`config.mk`:
```
export PLATFORM = sky130hd
export DESIGN_NAME = gen_gamma_coder_stream
export DESIGN_NICKNAME = d
export VERILOG_FILES = /design/src/rtl/gen_gamma_coder_stream.sv
export SDC_FILE = /design/constraint.sdc
export NUM_CORES = 1
export LEC_CHECK = 0
export ABC_AREA = 1
export CAP_MARGIN = 20
export CELL_PAD_IN_SITES_DETAIL_PLACEMENT = 1
export CELL_PAD_IN_SITES_GLOBAL_PLACEMENT = 2
export CORE_MARGIN = 10
export CORE_UTILIZATION = 26
export CTS_CLUSTER_DIAMETER = 60
export CTS_CLUSTER_SIZE = 40
export DETAILED_ROUTE_END_ITERATION = 16
export GPL_ROUTABILITY_DRIVEN = 1
export PLACE_DENSITY = 0.87
export SYNTH_ARGS = -nofsm -noshare
export SYNTH_HDL_FRONTEND = slang
export SYNTH_SLANG_ARGS = --single-unit
```
`constraint.sdc`:
```
create_clock -name clk -period 1.6 [get_ports clk]
set_input_delay 0.4 -clock clk [delete_from_list [all_inputs] [get_ports clk]]
set_output_delay 0.4 -clock clk [all_outputs]
set_load 0.02 [all_outputs]
```
`src/rtl/gen_gamma_coder_stream.sv`:
```
// ---------------------------------------------------------------------------
// gen_gamma_coder_stream
//
// Streaming gamma coder. A seedable Galois LFSR produces the keystream.
// Encode adds the current key to the input word. Decode subtracts a supplied
// key and reports a borrow. Each transfer passes through IDLE -> CALC -> HOLD,
// and HOLD acts as the single-entry output buffer.
//
// Parameters:
//   DW       data/key width (>= 4)
//   POLY     Galois feedback mask, DW bits
//   SEED_RST LFSR reset value (non-zero)
//
// Ports:
//   clk, rst_n          clock (rising edge) and asynchronous active-low reset
//   en                  free-run LFSR step enable
//   seed_load, seed     reload the LFSR (a zero seed loads 1)
//   mode                0 = encode, 1 = decode; sampled on accept
//   in_valid/in_ready   input handshake
//   in_data [DW:0]      encode: low DW bits used; decode: mixed word
//   in_key  [DW-1:0]    decode key
//   out_valid/out_ready output handshake
//   out_data [DW:0]     mixed / recovered word
//   out_key [DW-1:0]    key used for the word
//   out_err             decode borrow
//   busy                state != IDLE
//   word_cnt [15:0]     completed-transfer count
//
// Optional feature macro: GAMMA_CODER_STATS_EN
//   When it is defined, word_cnt counts out_valid && out_ready and wraps.
//   When it is undefined, word_cnt is constant zero.
// ---------------------------------------------------------------------------
module gen_gamma_coder_stream #(
    parameter int unsigned          DW       = 8,
    parameter logic [DW-1:0]        POLY     = 8'hB8,
    parameter logic [DW-1:0]        SEED_RST = 1
) (
    input  logic          clk,
    input  logic          rst_n,
    input  logic          en,
    input  logic          seed_load,
    input  logic [DW-1:0] seed,
    input  logic          mode,
    input  logic          in_valid,
    output logic          in_ready,
    input  logic [DW:0]   in_data,
    input  logic [DW-1:0] in_key,
    output logic          out_valid,
    input  logic          out_ready,
    output logic [DW:0]   out_data,
    output logic [DW-1:0] out_key,
    output logic          out_err,
    output logic          busy,
    output logic [15:0]   word_cnt
);

    typedef enum logic [1:0] {
        IDLE = 2'd0,
        CALC = 2'd1,
        HOLD = 2'd2
    } state_t;

    state_t        state_q, state_d;
    logic [DW-1:0] lfsr_q;
    logic [DW-1:0] lfsr_step;
    logic [DW:0]   data_q;
    logic [DW-1:0] key_q;
    logic          mode_q;
    logic          accept;
    logic          enc_accept;
    logic          xfer_done;
    logic [DW:0]   enc_sum;
    logic [DW+1:0] dec_diff;

    // The LFSR stays internal. It is observable only through the encode key.
    assign lfsr_step  = lfsr_q[0] ? ((lfsr_q >> 1) ^ POLY) : (lfsr_q >> 1);

    // When seed_load is high it takes priority, so it also blocks an accept.
    assign in_ready   = (state_q == IDLE) && !seed_load;
    assign accept     = in_valid && in_ready;
    assign enc_accept = accept && !mode;
    assign out_valid  = (state_q == HOLD);
    assign busy       = (state_q != IDLE);
    assign xfer_done  = out_valid && out_ready;

    // Encode never borrows. The carry lands in the extra MSB.
    assign enc_sum  = {1'b0, data_q[DW-1:0]} + {1'b0, key_q};
    // Decode uses one extra bit so that the top bit captures the borrow.
    assign dec_diff = {1'b0, data_q} - {2'b00, key_q};

    // NOTE: sequential state uses non-blocking assignments so that every flop
    // samples pre-edge values, whatever order the always blocks run in.
    always_ff @(posedge clk or negedge rst_n) begin
        if (!rst_n) begin
            lfsr_q <= SEED_RST;
        end else if (seed_load) begin
            lfsr_q <= (seed == '0) ? DW'(1) : seed;
        end else if (en || enc_accept) begin
            lfsr_q <= lfsr_step;
        end
    end

    always_ff @(posedge clk or negedge rst_n) begin
        if (!rst_n) begin
            state_q <= IDLE;
        end else begin
            state_q <= state_d;
        end
    end

    // NOTE: state_d gets its default first, so every path assigns it and no
    // latch is inferred.
    always_comb begin
        state_d = state_q;
        case (state_q)
            IDLE:    if (accept)    state_d = CALC;
            CALC:                   state_d = HOLD;
            HOLD:    if (out_ready) state_d = IDLE;
            default:                state_d = IDLE;
        endcase
    end

    // NOTE: the capture and output registers are reset as well. The outputs
    // have defined reset values, and a reset mid-word must drop the word.
    always_ff @(posedge clk or negedge rst_n) begin
        if (!rst_n) begin
            data_q   <= '0;
            key_q    <= '0;
            mode_q   <= 1'b0;
            out_data <= '0;
            out_key  <= '0;
            out_err  <= 1'b0;
        end else begin
            if (accept) begin
                data_q <= in_data;
                key_q  <= mode ? in_key : lfsr_q;
                mode_q <= mode;
            end
            if (state_q == CALC) begin
                out_key <= key_q;
                if (mode_q) begin
                    out_data <= dec_diff[DW:0];
                    out_err  <= dec_diff[DW+1];
                end else begin
                    out_data <= enc_sum;
                    out_err  <= 1'b0;
                end
            end
        end
    end

`ifdef GAMMA_CODER_STATS_EN
    logic [15:0] cnt_q;

    always_ff @(posedge clk or negedge rst_n) begin
        if (!rst_n) begin
            cnt_q <= '0;
        end else if (xfer_done) begin
            cnt_q <= cnt_q + 16'd1;
        end
    end

    assign word_cnt = cnt_q;
`else
    assign word_cnt = 16'h0000;
`endif

endmodule

```
After elaboration in Yosys (flattened, before gate mapping) --
Index checks and enable logic that the tools add are counted.
Word-level totals: bits of input ports 32, output and inout port bits 37, register bits after elaboration 46, logic and storage cells 36
Cells by class: reductions and logical operators 11, add/subtract/negate cells 2, bitwise logic cells 1, muxes and demuxes 10, eq/ne operators 4
Operators with widths (count):
- $mux 8 | 5
- $sub 9x8->10 | 1
- $add 8x8->9 | 1
- $mux 9 | 1
- $logic_not 8->1 | 1
- $pmux 2 s3 | 1
- $mux 2 | 2
- $not 3->4 | 1
- $reduce_bool 2->1 | 2
- $logic_and 1x1->1 | 3
- $eq 2x1->1 const B | 1
- $eq 2x2->1 const B | 1
- $logic_not 1->1 | 2
- $logic_not 2->1 | 1
- $ne 2x1->1 const B | 1
- $ne 2x2->1 const B | 1
- $reduce_and 2->1 | 1
- $logic_or 1x1->1 | 1
- $mux 1 | 1

Longest topological paths before layout --
Gate-level depths: netlist (run 1).
depth in word-level cells 7, mapped depth 12, mapped depth without buffers 12

Worst setup path after synthesis (run 1) --
Ideal clock, no wire load.
path kind reg-to-reg, start register key_q[0], end register out_data[6], stages on the path, launching flop included 12, setup time 0.117 ns, setup slack -0.043 ns, required time 1.483 ns, buffers on the path 0, clock period less this slack 1.643 ns, arrival 1.526 ns, cell sequence dfrtp_1 > ha_1 > inv_1 > fa_1 > o21ai_0 > nand3_1 > nand2_1 > nand2_1 > nand2_1 > nand2_1 > nand3_1 > nand2_1
On the way: longest elaborated chain between the ends 2, elaborated cells between the ends (all ways) 3, classes of those cells add/sub: 2; mux: 1
Ends and longest elaborated chain:
- start: declaration | RTL line 67 | logic [DW-1:0] key_q;
- start signal: assignment | RTL line 136 | key_q <= mode ? in_key : lfsr_q;
- $sub 9x8->10 or $add 8x8->9 (tied branches) | RTL line 89, 87
- $mux 9 * | RTL line 141 | if (mode_q) begin
- end signal: assignment | RTL line 142 | out_data <= dec_diff[DW:0];
- end signal: assignment | RTL line 145 | out_data <= enc_sum;
- end: declaration | RTL line 50 | output logic [DW:0] out_data,
Every way passes the cells marked *; elsewhere a longest branch is shown, timed or not. A chain may end at the register's enable or synchronous reset.

Final worst setup path (run 1) --
start register data_q[0], end register out_data[4]
On the way: longest elaborated chain between the ends 2, elaborated cells between the ends (all ways) 3, classes of those cells add/sub: 2; mux: 1
Ends and longest elaborated chain:
- start: declaration | RTL line 66 | logic [DW:0] data_q;
- start signal: assignment | RTL line 135 | data_q <= in_data;
- $sub 9x8->10 or $add 8x8->9 (tied branches) | RTL line 89, 87
- $mux 9 * | RTL line 141
Marks and branches as above.

==> results.json, run 1 <==
{
  "status": "complete, but fails checks",
  "violations": "setup timing",
  "rsz0062_at_grt": "true",
  "power_frac_comb_pct": 58.2,
  "syn_inst": 358,
  "setup_viol": 4,
  "p_leak_nw": 2.06,
  "core_um2": 10800,
  "crit_required_ps": 1810,
  "fillers": 1310,
  "max_stage_delay_ps": 390,
  "setup_slack_ps": -164,
  "ir_drop_uv": 391,
  "syn-cell-area_um2": 2850,
  "synth-simple-area-share_pct": 24.9,
  "cts.path.max_buffers": 2,
  "die_x_um": 125,
  "grt_pass1_wl_um": 14500,
  "path_cells": "buf_6, ha_4, inv_2, fa_2, o21ai_4, buf_4, nand2_2, nand2_2, nand3_1, nand3_1, nand2_1",
  "synthAdderAreaFrac_pct": 8.43,
  "route.detailed.drc": 0,
  "grt_pass1_vias": 2888,
  "path_max_fanout": 2,
  "clk_pin_slew_worst_paths_ps": 90,
  "async_flop_share_pct": 100,
  "io_pins": 69,
  "synth.avg_cell_area_um2": 7.96,
  "nNetsFinal": 516,
  "slew_violations": 0,
  "gp_congestion": 0.880,
  "drt_iter0_drc": 62,
  "fmax_mhz": 567,
  "routedWlPerCell_um": 14.7,
  "dieArea_um2": 15500,
  "area_growth_pct": 44.0,
  "grt_max_degree": 29,
  "synthFlopType": "dfrtp_1",
  "synth_mux_area_share_pct": 0,
  "synth_xor_area_share_pct": 0.307,
  "drt_pass1_iterations": 4,
  "n_antenna_cell": 0,
  "htreeDepth": 2,
  "intPower_w": 0.00339,
  "clock_latency_ps": 310,
  "postCtsHoldBufs": 0,
  "cts_made_buffers": 5,
  "synth-edff-count": 0,
  "routed_wl_um": 8950,
  "ant_nets": 0,
  "antenna_found_initial": 0,
  "p_switching_w": 0.00256,
  "path_delay_family": "adder cells",
  "fin_area_um2": 4100,
  "crit_arrival_ps": 1980,
  "start_util_pct": 26.4,
  "portBuffers": 52,
  "power_frac_seq_pct": 29.6,
  "hpwl_um": 6980,
  "whs_ps": 45.2,
  "synth_compound_area_share_pct": 13.6,
  "min-delay-path-class": "in -> async",
  "critPathCaptureType": "flop",
  "synth.distinct_cells": 36,
  "synth-seq-cells": 46,
  "finalSetupTns_ps": -494,
  "finalHoldViolCount": 0,
  "placed_cell_area_um2": 3820,
  "power_density_nw_per_um2": 1450,
  "cp-start-kind": "flop",
  "path_class": "reg -> reg",
  "vias": 2711,
  "crit_slowest_cell": "dfrtp_1",
  "tritoncts": "yes",
  "clock-sinks": 46,
  "min_period_ps": 1760,
  "skew_ps": 5.71,
  "drive_above_1_share_pct": 27.6,
  "overflow": 0,
  "synth_top_family_by_area": "simple AND/OR/NAND/NOR gates",
  "cts.root.buffer_cell": "clkbuf_8",
  "synth_warnings": 0,
  "die_h_um": 125,
  "final_core_util_pct": 38.0,
  "p_clk_share_pct": 12.2,
  "vias_per_cell": 4.47,
  "p_sw_share_pct": 43.0,
  "track_usage_pct": 11.0,
  "synth_seq_area_share_pct": 40.4,
  "cp_num_buf_inv": 3,
  "rows": 38,
  "maxCapViolCount": 0,
  "period_share_pct": 110
}
[stage by stage]
step                      worst slack [ps]  instances  power (W)
after floorplan                       5.86        373    0.00342
after global placement                -461        593    0.00480
after detailed placement              -477        593    0.00493
after CTS                             -142        603    0.00563
after global routing                  -275        607    0.00648
final                                 -164        607    0.00595
[power groups by stage]
stage                     Combinational (W)  Sequential (W)  Clock, W
after floorplan                     0.00142         0.00200         0
after global placement              0.00306         0.00175         0
after detailed placement            0.00316         0.00177         0
after CTS                           0.00312         0.00174  0.000764
after global routing                0.00385         0.00182  0.000804
final                               0.00347         0.00176  0.000728
[cell usage in the layout, fill, tap and decap left out, types with 13 or more instances in the layout]
cell type,count
buf_4,56
clkdlybuf4s50_1,29
conb_1,16
dfrtp_1,45
dlygate4sd2_1,19
inv_1,35
nand2_1,94
nand2_2,15
nand3_1,15
nor2_1,13
o21ai_0,24
[worst register-to-register path: stages (launching register included)]
cell     delay [ps]
dfrtp_1         390
buf_6           110
ha_4            140
inv_2            40
fa_2            370
o21ai_4         160
buf_4           130
nand2_2          60
nand2_2          70
nand3_1          70
nand3_1          90
nand2_1          50
[cells by family (layout without fill, tap and decap cells)]
logic type | after synthesis | count (layout)
AOI/OAI and AO/OA | 65 | 65
xor gates and xnor gates | 1 | 1
adders and majority gates | 18 | 18
buffers and inverters | 70 | 164
DFF | 46 | 46
other | 1 | 16
and+or+nand+nor | 157 | 157
[what timing repair did]
item                       CTS  global route
resized for setup           42            45
setup endpoints to repair   28            16
setup buffers                2             4
pin swaps                    1            10
[registers in the layout (all words and copies together) (netlist names)]
signal and cells:
key_q 8, data_q 9, out_data 9, state_q 2, out_key 8, out_err 1
mode_q 1, lfsr_q 8
[worst paths after layout]
| check | from | end | slack (ps) | cells past startpoint |
|---|---|---|---|---|
| setup / recovery | data_q[0] | out_data[4] | -160 | 11 |
| hold / removal | rst_n | key_q[6] | 50 | 2 |
| setup reg to reg | data_q[0] | out_data[4] | -160 | 11 |
| hold reg to reg | out_data[7] | out_data[7] | 480 | 2 |
| max in group asynchronous | rst_n | lfsr_q[0] | 1190 | 2 |
| min in group clk | out_data[7] | out_data[7] | 480 | 2 |
[synthesized netlist by cell type, types with 2 or more instances]
cell | instances | area share, %
nand2_1 | 109 | 14
ha_1 | 16 | 7.0
dfrtp_1 | 45 | 40
inv_1 | 43 | 5.7
o21ai_1 | 4 | 0.70
inv_2 | 2 | 0.26
nor2_2 | 2 | 0.44
fa_1 | 2 | 1.4
clkbuf_1 | 3 | 0.40
a21oi_1 | 13 | 2.3
buf_2 | 3 | 0.53
buf_4 | 17 | 4.5
nand4_1 | 2 | 0.44
nor2_1 | 17 | 2.2
a31oi_1 | 2 | 0.44
nand3_1 | 17 | 3.0
o21ai_0 | 29 | 5.1
nand2_8 | 3 | 2.1
o21ai_2 | 2 | 0.61
o211ai_1 | 5 | 1.3
a22oi_1 | 7 | 1.8
[final cells by class]
| type | instances | area [um^2] | area share [%] |
|---|---|---|---|
| clock buffer | 6 | 72.6 | 1.77 |
| clock inverter | 2 | 10.0 | 0.244 |
| inverter | 46 | 180 | 4.39 |
| multi-input combinational | 257 | 1590 | 38.8 |
| sequential | 46 | 1150 | 28.1 |
| tap | 140 | 175 | 4.27 |
| timing repair buffer | 110 | 920 | 22.4 |
[per-layer routing]
metal,part of all wire (%),global-route usage (%),wire [um],up-vias
met4,1.7,3.63,151,0
met1,42,12.3,3800,1322
met2,51,19.5,4600,55
li1,-,-,-,1322
met3,4.4,2.98,397,12
met5,0,0,0,-
(Power assumes the default switching activity.)
==> run 2: changes to the inputs <==
--- a/config.mk
+++ b/config.mk
@@ -11,7 +11,7 @@
 export CELL_PAD_IN_SITES_GLOBAL_PLACEMENT = 2
 export CORE_MARGIN = 10
 export CORE_UTILIZATION = 26
-export CTS_CLUSTER_DIAMETER = 60
+export CTS_CLUSTER_DIAMETER = 30
 export CTS_CLUSTER_SIZE = 40
 export DETAILED_ROUTE_END_ITERATION = 16
 export GPL_ROUTABILITY_DRIVEN = 1
==> results of run 2 <==
Final layout, timing and power as in run 1 (identical DEF).
==> run 3: changes to the inputs <==
--- a/config.mk
+++ b/config.mk
@@ -15,6 +15,7 @@
 export CTS_CLUSTER_SIZE = 40
 export DETAILED_ROUTE_END_ITERATION = 16
 export GPL_ROUTABILITY_DRIVEN = 1
+export GPL_TIMING_DRIVEN = 1
 export PLACE_DENSITY = 0.87
 export SYNTH_ARGS = -nofsm -noshare
 export SYNTH_HDL_FRONTEND = slang
==> results of run 3 <==
Final layout, timing and power as in run 1 (identical DEF).
